**config.mk**
```make
export PLATFORM = sky130hd
export DESIGN_NAME = product_accumulator_flat
export DESIGN_NICKNAME = d
export VERILOG_FILES = /design/src/rtl/product_accumulator_if.sv /design/src/rtl/product_accumulator.sv /design/src/flat_wrapper.sv
export SDC_FILE = /design/constraint.sdc
export NUM_CORES = 1
export LEC_CHECK = 0
export CAP_MARGIN = 15
export CORE_UTILIZATION = 57
export DETAILED_ROUTE_END_ITERATION = 16
export PLACE_DENSITY = 0.84
export RECOVER_POWER = 100
export SLEW_MARGIN = 20
export SYNTH_ARGS = -nofsm -noshare
export SYNTH_HDL_FRONTEND = slang
export SYNTH_SLANG_ARGS = --single-unit
```
**constraint.sdc**
```tcl
create_clock -name clk -period 5.32 [get_ports clk]
set_clock_uncertainty 0.2 [all_clocks]
set_input_delay 1.064 -clock clk [delete_from_list [all_inputs] [get_ports clk]]
set_output_delay 1.064 -clock clk [all_outputs]
set_load 0.05 [all_outputs]
```
**src/rtl/product_accumulator_if.sv**
```systemverilog
`default_nettype none
// ============================================================================
//  Module   : product_accumulator_if
//  Purpose  : Stream interface between the multiplier-side producer, the
//             product accumulator and the downstream result consumer.
//  Signals  : in_valid/in_ready/in_product/in_last  - term stream
//             out_valid/out_ready/out_sum/out_count/out_ovf - frame result
//  Modports : master - producer/consumer side (testbench or upstream logic)
//             slave  - the accumulator
//  Revision : 1.0 - initial release
// ============================================================================
interface product_accumulator_if #(
   parameter int PROD_W    = 8,
   parameter int ACC_W     = 16,
   parameter int MAX_TERMS = 16
);
   localparam int CNT_W = $clog2(MAX_TERMS + 1);

   logic                in_valid;
   logic                in_ready;
   logic [PROD_W-1:0]   in_product;
   logic                in_last;
   logic                out_valid;
   logic                out_ready;
   logic [ACC_W-1:0]    out_sum;
   logic [CNT_W-1:0]    out_count;
   logic                out_ovf;

   modport master (
      output in_valid, in_product, in_last, out_ready,
      input  in_ready, out_valid, out_sum, out_count, out_ovf
   );

   modport slave (
      input  in_valid, in_product, in_last, out_ready,
      output in_ready, out_valid, out_sum, out_count, out_ovf
   );
endinterface
`default_nettype wire

```
**src/rtl/product_accumulator.sv**
```systemverilog
`default_nettype none
// ============================================================================
//  Module   : product_accumulator
//  Purpose  : Signed streaming accumulator for the multiplier product stream.
//             Sums a frame of sign-extended products and hands the total,
//             term count and sticky overflow flag downstream via valid/ready.
//             A frame closes on in_last or when MAX_TERMS terms are accepted.
//  Ports    : clk            - rising-edge clock
//             rst            - synchronous active-high reset
//             bus (slave)    - term stream in, frame result out
//  Options  : PRODUCT_ACC_SAT_EN - when defined every add saturates to the
//             signed ACC_W range instead of wrapping; out_ovf is identical.
//  Revision : 1.0 - initial release
// ============================================================================
module product_accumulator #(
   parameter int PROD_W    = 8,
   parameter int ACC_W     = 16,
   parameter int MAX_TERMS = 16
) (
   input  wire logic          clk,
   input  wire logic          rst,
   product_accumulator_if.slave bus
);
   localparam int CNT_W = $clog2(MAX_TERMS + 1);

   localparam logic [0:0] S_ACCUM = 1'b0;
   localparam logic [0:0] S_DONE  = 1'b1;

   logic [0:0]        r_state;
   logic [0:0]        w_state_next;

   logic [ACC_W-1:0]  r_acc;
   logic [CNT_W-1:0]  r_cnt;
   logic              r_ovf;
   logic [ACC_W-1:0]  r_out_sum;
   logic [CNT_W-1:0]  r_out_cnt;
   logic              r_out_ovf;

   logic              w_accept;
   logic              w_handoff;
   logic              w_close;
   logic [ACC_W-1:0]  w_ext;
   logic [ACC_W-1:0]  w_sum;
   logic              w_add_ovf;
   logic [ACC_W-1:0]  w_acc_next;
   logic [CNT_W-1:0]  w_cnt_next;
   logic              w_ovf_next;

   // ---------------------------------------------------------------- datapath
   assign w_accept   = bus.in_valid && (r_state == S_ACCUM);
   assign w_handoff  = bus.out_ready && (r_state == S_DONE);

   // Size cast of a signed operand sign-extends to the accumulator width.
   assign w_ext      = ACC_W'($signed(bus.in_product));
   assign w_sum      = r_acc + w_ext;

   // Overflow only possible when both operands share a sign and the
   // result's sign flips away from it.
   assign w_add_ovf  = (r_acc[ACC_W-1] == w_ext[ACC_W-1]) &&
                       (w_sum[ACC_W-1] != r_acc[ACC_W-1]);

`ifdef PRODUCT_ACC_SAT_EN
   // On overflow the operand sign tells the direction of the clamp.
   assign w_acc_next = !w_add_ovf     ? w_sum :
                       r_acc[ACC_W-1] ? {1'b1, {(ACC_W-1){1'b0}}} :
                                        {1'b0, {(ACC_W-1){1'b1}}};
`else
   assign w_acc_next = w_sum;
`endif

   assign w_cnt_next = r_cnt + 1'b1;
   assign w_ovf_next = r_ovf | w_add_ovf;
   assign w_close    = bus.in_last || (w_cnt_next == CNT_W'(MAX_TERMS));

   // ---------------------------------------------------------- state register
   always_ff @(posedge clk) begin
      if (rst) begin
         r_state <= S_ACCUM;
      end else begin
         r_state <= w_state_next;
      end
   end

   // ---------------------------------------------------------- next state
   always_comb begin
      w_state_next = r_state;
      case (r_state)
         S_ACCUM: if (w_accept && w_close) w_state_next = S_DONE;
         S_DONE:  if (bus.out_ready)       w_state_next = S_ACCUM;
         default: w_state_next = S_ACCUM;
      endcase
   end

   // ---------------------------------------------------------- outputs
   always_comb begin
      bus.in_ready  = 1'b0;
      bus.out_valid = 1'b0;
      case (r_state)
         S_ACCUM: bus.in_ready  = 1'b1;
         S_DONE:  bus.out_valid = 1'b1;
         default: bus.in_ready  = 1'b0;
      endcase
   end

   // ---------------------------------------------------------- frame state
   always_ff @(posedge clk) begin
      if (rst) begin
         r_acc     <= '0;
         r_cnt     <= '0;
         r_ovf     <= 1'b0;
         r_out_sum <= '0;
         r_out_cnt <= '0;
         r_out_ovf <= 1'b0;
      end else if (w_accept) begin
         r_acc <= w_acc_next;
         r_cnt <= w_cnt_next;
         r_ovf <= w_ovf_next;
         if (w_close) begin
            r_out_sum <= w_acc_next;
            r_out_cnt <= w_cnt_next;
            r_out_ovf <= w_ovf_next;
         end
      end else if (w_handoff) begin
         // Result registers keep the last frame; only the running frame clears.
         r_acc <= '0;
         r_cnt <= '0;
         r_ovf <= 1'b0;
      end
   end

   assign bus.out_sum   = r_out_sum;
   assign bus.out_count = r_out_cnt;
   assign bus.out_ovf   = r_out_ovf;

endmodule
`default_nettype wire
```
**src/flat_wrapper.sv**
```systemverilog
// flat-port wrapper written by rule: the top's interface ports become plain ports
module product_accumulator_flat 
#(
   parameter int PROD_W    = 8,
   parameter int ACC_W     = 16,
   parameter int MAX_TERMS = 16
)
  (clk, rst, bus_in_valid, bus_in_product, bus_in_last, bus_out_ready, bus_in_ready, bus_out_valid, bus_out_sum, bus_out_count, bus_out_ovf);
  product_accumulator_if #(.PROD_W(PROD_W), .ACC_W(ACC_W), .MAX_TERMS(MAX_TERMS)) bus_i ();
  input  wire logic clk;
  input  wire logic rst;
  input wire logic [$bits(bus_i.in_valid)-1:0] bus_in_valid;
  input wire logic [$bits(bus_i.in_product)-1:0] bus_in_product;
  input wire logic [$bits(bus_i.in_last)-1:0] bus_in_last;
  input wire logic [$bits(bus_i.out_ready)-1:0] bus_out_ready;
  output wire logic [$bits(bus_i.in_ready)-1:0] bus_in_ready;
  output wire logic [$bits(bus_i.out_valid)-1:0] bus_out_valid;
  output wire logic [$bits(bus_i.out_sum)-1:0] bus_out_sum;
  output wire logic [$bits(bus_i.out_count)-1:0] bus_out_count;
  output wire logic [$bits(bus_i.out_ovf)-1:0] bus_out_ovf;
  assign bus_i.in_valid = bus_in_valid;
  assign bus_i.in_product = bus_in_product;
  assign bus_i.in_last = bus_in_last;
  assign bus_i.out_ready = bus_out_ready;
  assign bus_in_ready = bus_i.in_ready;
  assign bus_out_valid = bus_i.out_valid;
  assign bus_out_sum = bus_i.out_sum;
  assign bus_out_count = bus_i.out_count;
  assign bus_out_ovf = bus_i.out_ovf;
  product_accumulator #(.PROD_W(PROD_W), .ACC_W(ACC_W), .MAX_TERMS(MAX_TERMS)) u_core (.clk(clk), .rst(rst), .bus(bus_i));
endmodule
```
=== Word level (Yosys, flattened, before mapping) ===
Cells that the tools add are included.

* Bits in registers: 45
* Bits of input ports: 13
* Word-level logic and storage cells: 32

* $add $sub $neg: 2
* Eq/ne operators: 3
* Muxes and demuxes: 11
* Bitwise operators: 2
* Reductions and logical operators: 7

{| class="wikitable"
|+ Operators by type and width
! operator !! count
|-
| 16-bit two-way mux || 2
|-
| 16-bit adder || 1
|-
| 5-bit two-way mux || 2
|-
| 1-bit two-way mux || 6
|-
| 5-bit by 1-bit adder with 5-bit output, second input constant || 1
|-
| 5-bit == test, second input constant || 1
|-
| 1-bit logical AND || 4
|-
| 1-bit case mux with 2 select lines || 1
|-
| 2-bit AND reduction || 1
|-
| 2-bit nonzero test || 1
|-
| 1-bit == test || 1
|-
| 1-bit logical OR || 1
|-
| 1-bit != test || 1
|-
| 1-bit inverter || 1
|-
| 1-bit bitwise OR || 1
|}

=== Longest topological paths before layout ===
* Depth in word-level cells: 6
* Gate-level depth with buffers: 8

=== Worst setup path before layout ===
No wires, ideal clock.

* Path kind: input to register
* Start point: input port bus_in_product[0]
* End point: register u_core.r_acc[10]
* Setup time: 0.117 ns
* Arrival: 2.977 ns
* Required time: 5.003 ns
* Path slack: 2.026 ns
* Cell stages on the path: 7
* Buffers on the path: 0
* Cells stage by stage: ha_1 -> fa_1 -> a21o_1 -> a311o_2 -> and3_4 -> or3_1 -> a32o_1

* Cells in the longest elaborated chain, start to end: 2

{| class="wikitable"
|+ RTL lines
! element !! line !! RTL
|-
| start, declared || flat_wrapper.sv:13 || <nowiki>input wire logic [$bits(bus_i.in_product)-1:0] bus_in_product;</nowiki>
|-
| 16-bit adder || product_accumulator.sv:55 || <nowiki>assign w_sum = r_acc + w_ext;</nowiki>
|-
| 16-bit two-way mux || product_accumulator.sv:114 || <nowiki>end else if (w_accept) begin</nowiki>
|-
| end signal, assigned || product_accumulator.sv:115 || <nowiki>r_acc <= w_acc_next;</nowiki>
|-
| end, declared || product_accumulator.sv:32 || <nowiki>logic [ACC_W-1:0] r_acc;</nowiki>
|}

No other way between the ends.
A chain may end at the register's enable or synchronous reset.

=== Final worst setup path ===
* Start point: input port bus_in_valid
* End point: register u_core.r_out_sum[12] (netlist: u_core.bus.out_sum[12])

* Cells in the longest elaborated chain, start to end: 2

{| class="wikitable"
|+ RTL lines
! element !! line !! RTL
|-
| start, declared || flat_wrapper.sv:12 || <nowiki>input wire logic [$bits(bus_i.in_valid)-1:0] bus_in_valid;</nowiki>
|-
| 1-bit logical AND || product_accumulator.sv:50 || <nowiki>assign w_accept = bus.in_valid && (r_state == S_ACCUM);</nowiki>
|-
| 2-bit AND reduction (no source line) || n/a ||
|-
| end signal, assigned || product_accumulator.sv:119 || <nowiki>r_out_sum <= w_acc_next;</nowiki>
|-
| end, declared || product_accumulator.sv:35 || <nowiki>logic [ACC_W-1:0] r_out_sum;</nowiki>
|}

No other way between the ends.

==> results.toml <==
[status]
status = "finished, violations left"
failed_checks = "max-capacitance violations, max-slew violations"

[detailed_routing]
drtIter0Drc = 111
drt-vias-per-instance = 5.95
final_antenna_net_count = 0
route.final.wire_length_um = 5560
route.detailed.drc = 0
wl_per_cell_um = 15.0
drtPass1Iterations = 4
via_count = 2207

[cts]
worst_skew_pair.late_latency_ps = 310
post_cts.repair.setup_buffers = 0
h-tree-depth = 2
hold_buffers = 0
clk_root_buffer_cell = "clkbuf_8"
numClockSinks = 45
clockBufferDepth = 2
tritoncts = "built"
cts_buffers = 5
cts_resized = 0
clkTransAtPathRegs_ps = 90

[synthesis]
ys_warn_count = 0
predominant_post_synthesis_flop_cell = "dfxtp_1"
number_of_synthesized_flops_with_an_enable_pin = 0
synth.lib_cells_used.distinct = 52
seq_area_frac_synth_pct = 36.0
synth.top_cells.by_count = "dfxtp_1 (45), nand2_1 (39), a21oi_1 (26), nor2_1 (26), ha_1 (17)"
synthMostInstantiatedCell = "dfxtp_1"
postSynthAreaPerCell_um2 = 8.64
synth.largest_area_cell = "dfxtp_1"
syn_nets = 321
synthTopCellsByArea = "dfxtp_1 (36%), ha_1 (8.5%), nand2_1 (5.8%)"
asyncSetResetFlopFracSynth_pct = 0
syn-cell-area_mm2 = 0.00250
syn_inst = 290
synth_top_area_share_pct = 36.0
postSynthRegisterBits = 45

[timing]
timing.final.hold_violations = 0
setup_tns_ps = 0
worst-slew-pin-transition_ps = 1840
setup-violations-final = 0
hold_ws_ps = 260
grt_setup_unrepaired = "false"
fmax_ghz = 0.256
slew-limit-headroom_pct = -23.1
period_needed_ps = 3910
min_period_over_period_pct = 73.5
report.final.slew_viol_count = 24

[global_routing]
grt_first_pass_wirelength_um = 9020
grt.overflow.total = 0
antenna_violations_before_repair = 0
maximum_number_of_pins_on_one_net_before_global_route_repair = 38
groute.usage.overall_pct = 26.5
grt_pass1_vias = 1950

[place]
place.port_buffers = 36
routabilityCongestion = 0.919
place.detailed.hpwl_um = 3980

[critical_path]
crit_path_cell_trace = "dlygate4sd3_1 -> nor2b_1 -> clkbuf_1 -> o211ai_1 -> nor4b_1 -> a211o_1"
start_kind = "primary input"
crit_path_end_kind = "flip-flop"
rr_startpoint = "u_core.r_cnt[2]$_SDFFE_PP0P_"
cell_family_contributing_the_most_delay_on_the_critical_path = "buffers and inverters"
crit_path_max_incr_delay_ps = 910
critical_path.reg2reg.endpoint = "u_core.bus.out_sum[12]$_SDFFE_PP0P_"
worstPathBufferInverterCount = 2
crit_type = "in -> reg"
worstPathRequired_ps = 5380
r2r_depth = 5
r2r_slack_ps = 2270
crit_start = "bus_in_valid"
critical_path.slowest_cell = "o211ai_1"
cp_data_arrival_time_ps = 3960
critical_path_peak_fanout = 23

[die]
fp.dieH_um = 68.3
dieArea_mm2 = 0.00466
effective_utilization_at_floorplan_pct = 60.9
core_region_area_mm2 = 0.00412
boundaryPins = 37
dieWidth_um = 68.3
rows = 23

[power_and_ir_drop]
vdd_ir_drop_max_uv = 197
power_density_mw_per_mm2 = 315
leakagePower_nw = 1.26
total_power_uw = 931

[hold_path]
worstHoldEndpoint = "u_core.bus.out_count[4]$_SDFFE_PP0P_"
worst_hold_path_type = "reg -> reg"
holdCritStartpoint = "u_core.bus.out_count[4]$_SDFFE_PP0P_"
worst_hold_path.num_cells = 2

[run]
timing.max_cap.violations = 1

[layout]
antennaDiodeCount = 0
nNetsFinal = 351
syn2layout_area_growth_pct = 18.1
drive_above_1_share_pct = 5.30
layout make-up:
class	count	area [um2]
Clock buffer	6	82.6
Clock inverter	2	37.5
Fill cell	349	1160
Inverter	2	7.51
Multi-Input combinational cell	228	1500
Sequential cell	45	901
Tap cell	50	62.6
Timing Repair Buffer	38	372
kinds of logic (layout without fill, tap and decap cells):
logic type,after synthesis,in the layout,share of synthesized area (%)
xor+xnor,16,16,6.14
mux,3,3,1.25
simple gates,99,99,18.5
flops,45,45,36.0
fa+ha+maj,18,18,9.29
buf+inv,17,48,2.95
compound gates,92,92,25.9
worst register-to-register path, cell delays in order (launching register included):
cell and delay [ps]:
dfxtp_1 460, nand3_1 210, mux2i_1 180, o211ai_1 1410
nor4b_1 150, a211o_1 330
per-layer routing:
layer	track usage (%)	up-vias	part of all wire [%]
met2	45.8	56	47
met3	6.17	6	4.4
met5	0	-	0
met1	31.3	1028	47
met4	10.2	0	1.1
li1	-	1117	-
how the worst max path moves through the flow:
| stage | cells after the start | slack (ps) | endpoint |
|---|---|---|---|
| floorplan | 7 | 2030 | u_core.r_acc[10]$_SDFFE_PP0P_ |
| global placement | 8 | 1530 | u_core.r_acc[10]$_SDFFE_PP0P_ |
| detailed placement | 8 | 1480 | u_core.bus.out_sum[12]$_SDFFE_PP0P_ |
| CTS | 8 | 1800 | u_core.bus.out_sum[12]$_SDFFE_PP0P_ |
| global route | 6 | 1210 | u_core.bus.out_sum[12]$_SDFFE_PP0P_ |
| finish | 6 | 1410 | u_core.bus.out_sum[12]$_SDFFE_PP0P_ |
through the flow:
step,std cells,util (%),area (um2),setup slack [ps]
after global routing,371,71.9,2960,1210
after CTS,371,72.8,3000,1800
after detailed placement,363,69.9,2880,1480
after global placement,363,69.9,2880,1530
final,371,71.9,2960,1410
after floorplan,290,-,2500,2030
cell usage in the layout, fill, tap and decap left out, types with 7 or more instances in the layout:
cell / n
a21oi_1: 26
xnor2_1: 10
a22oi_1: 10
clkdlybuf4s50_1: 8
nand3_1: 7
dfxtp_1: 45
nor2_1: 26
nand2_1: 39
ha_1: 17
o21ai_0: 13
dlygate4sd3_1: 28
a21o_1: 9
registers in the layout, summed over array words and instances (netlist names):
| name | flops |
|---|---|
| u_core.bus.out_sum | 16 |
| u_core.r_state | 1 |
| u_core.r_ovf | 1 |
| u_core.r_acc | 16 |
| u_core.bus.out_count | 5 |
| u_core.r_cnt | 5 |
| u_core.bus.out_ovf | 1 |
where the power goes:
part           switching, mW  leakage [nW]  internal, mW
registers             0.0174         0.368         0.365
clock network          0.120        0.0574         0.153
logic                  0.166         0.836         0.110
total                  0.304          1.26         0.627
(Power assumes the default switching activity.)
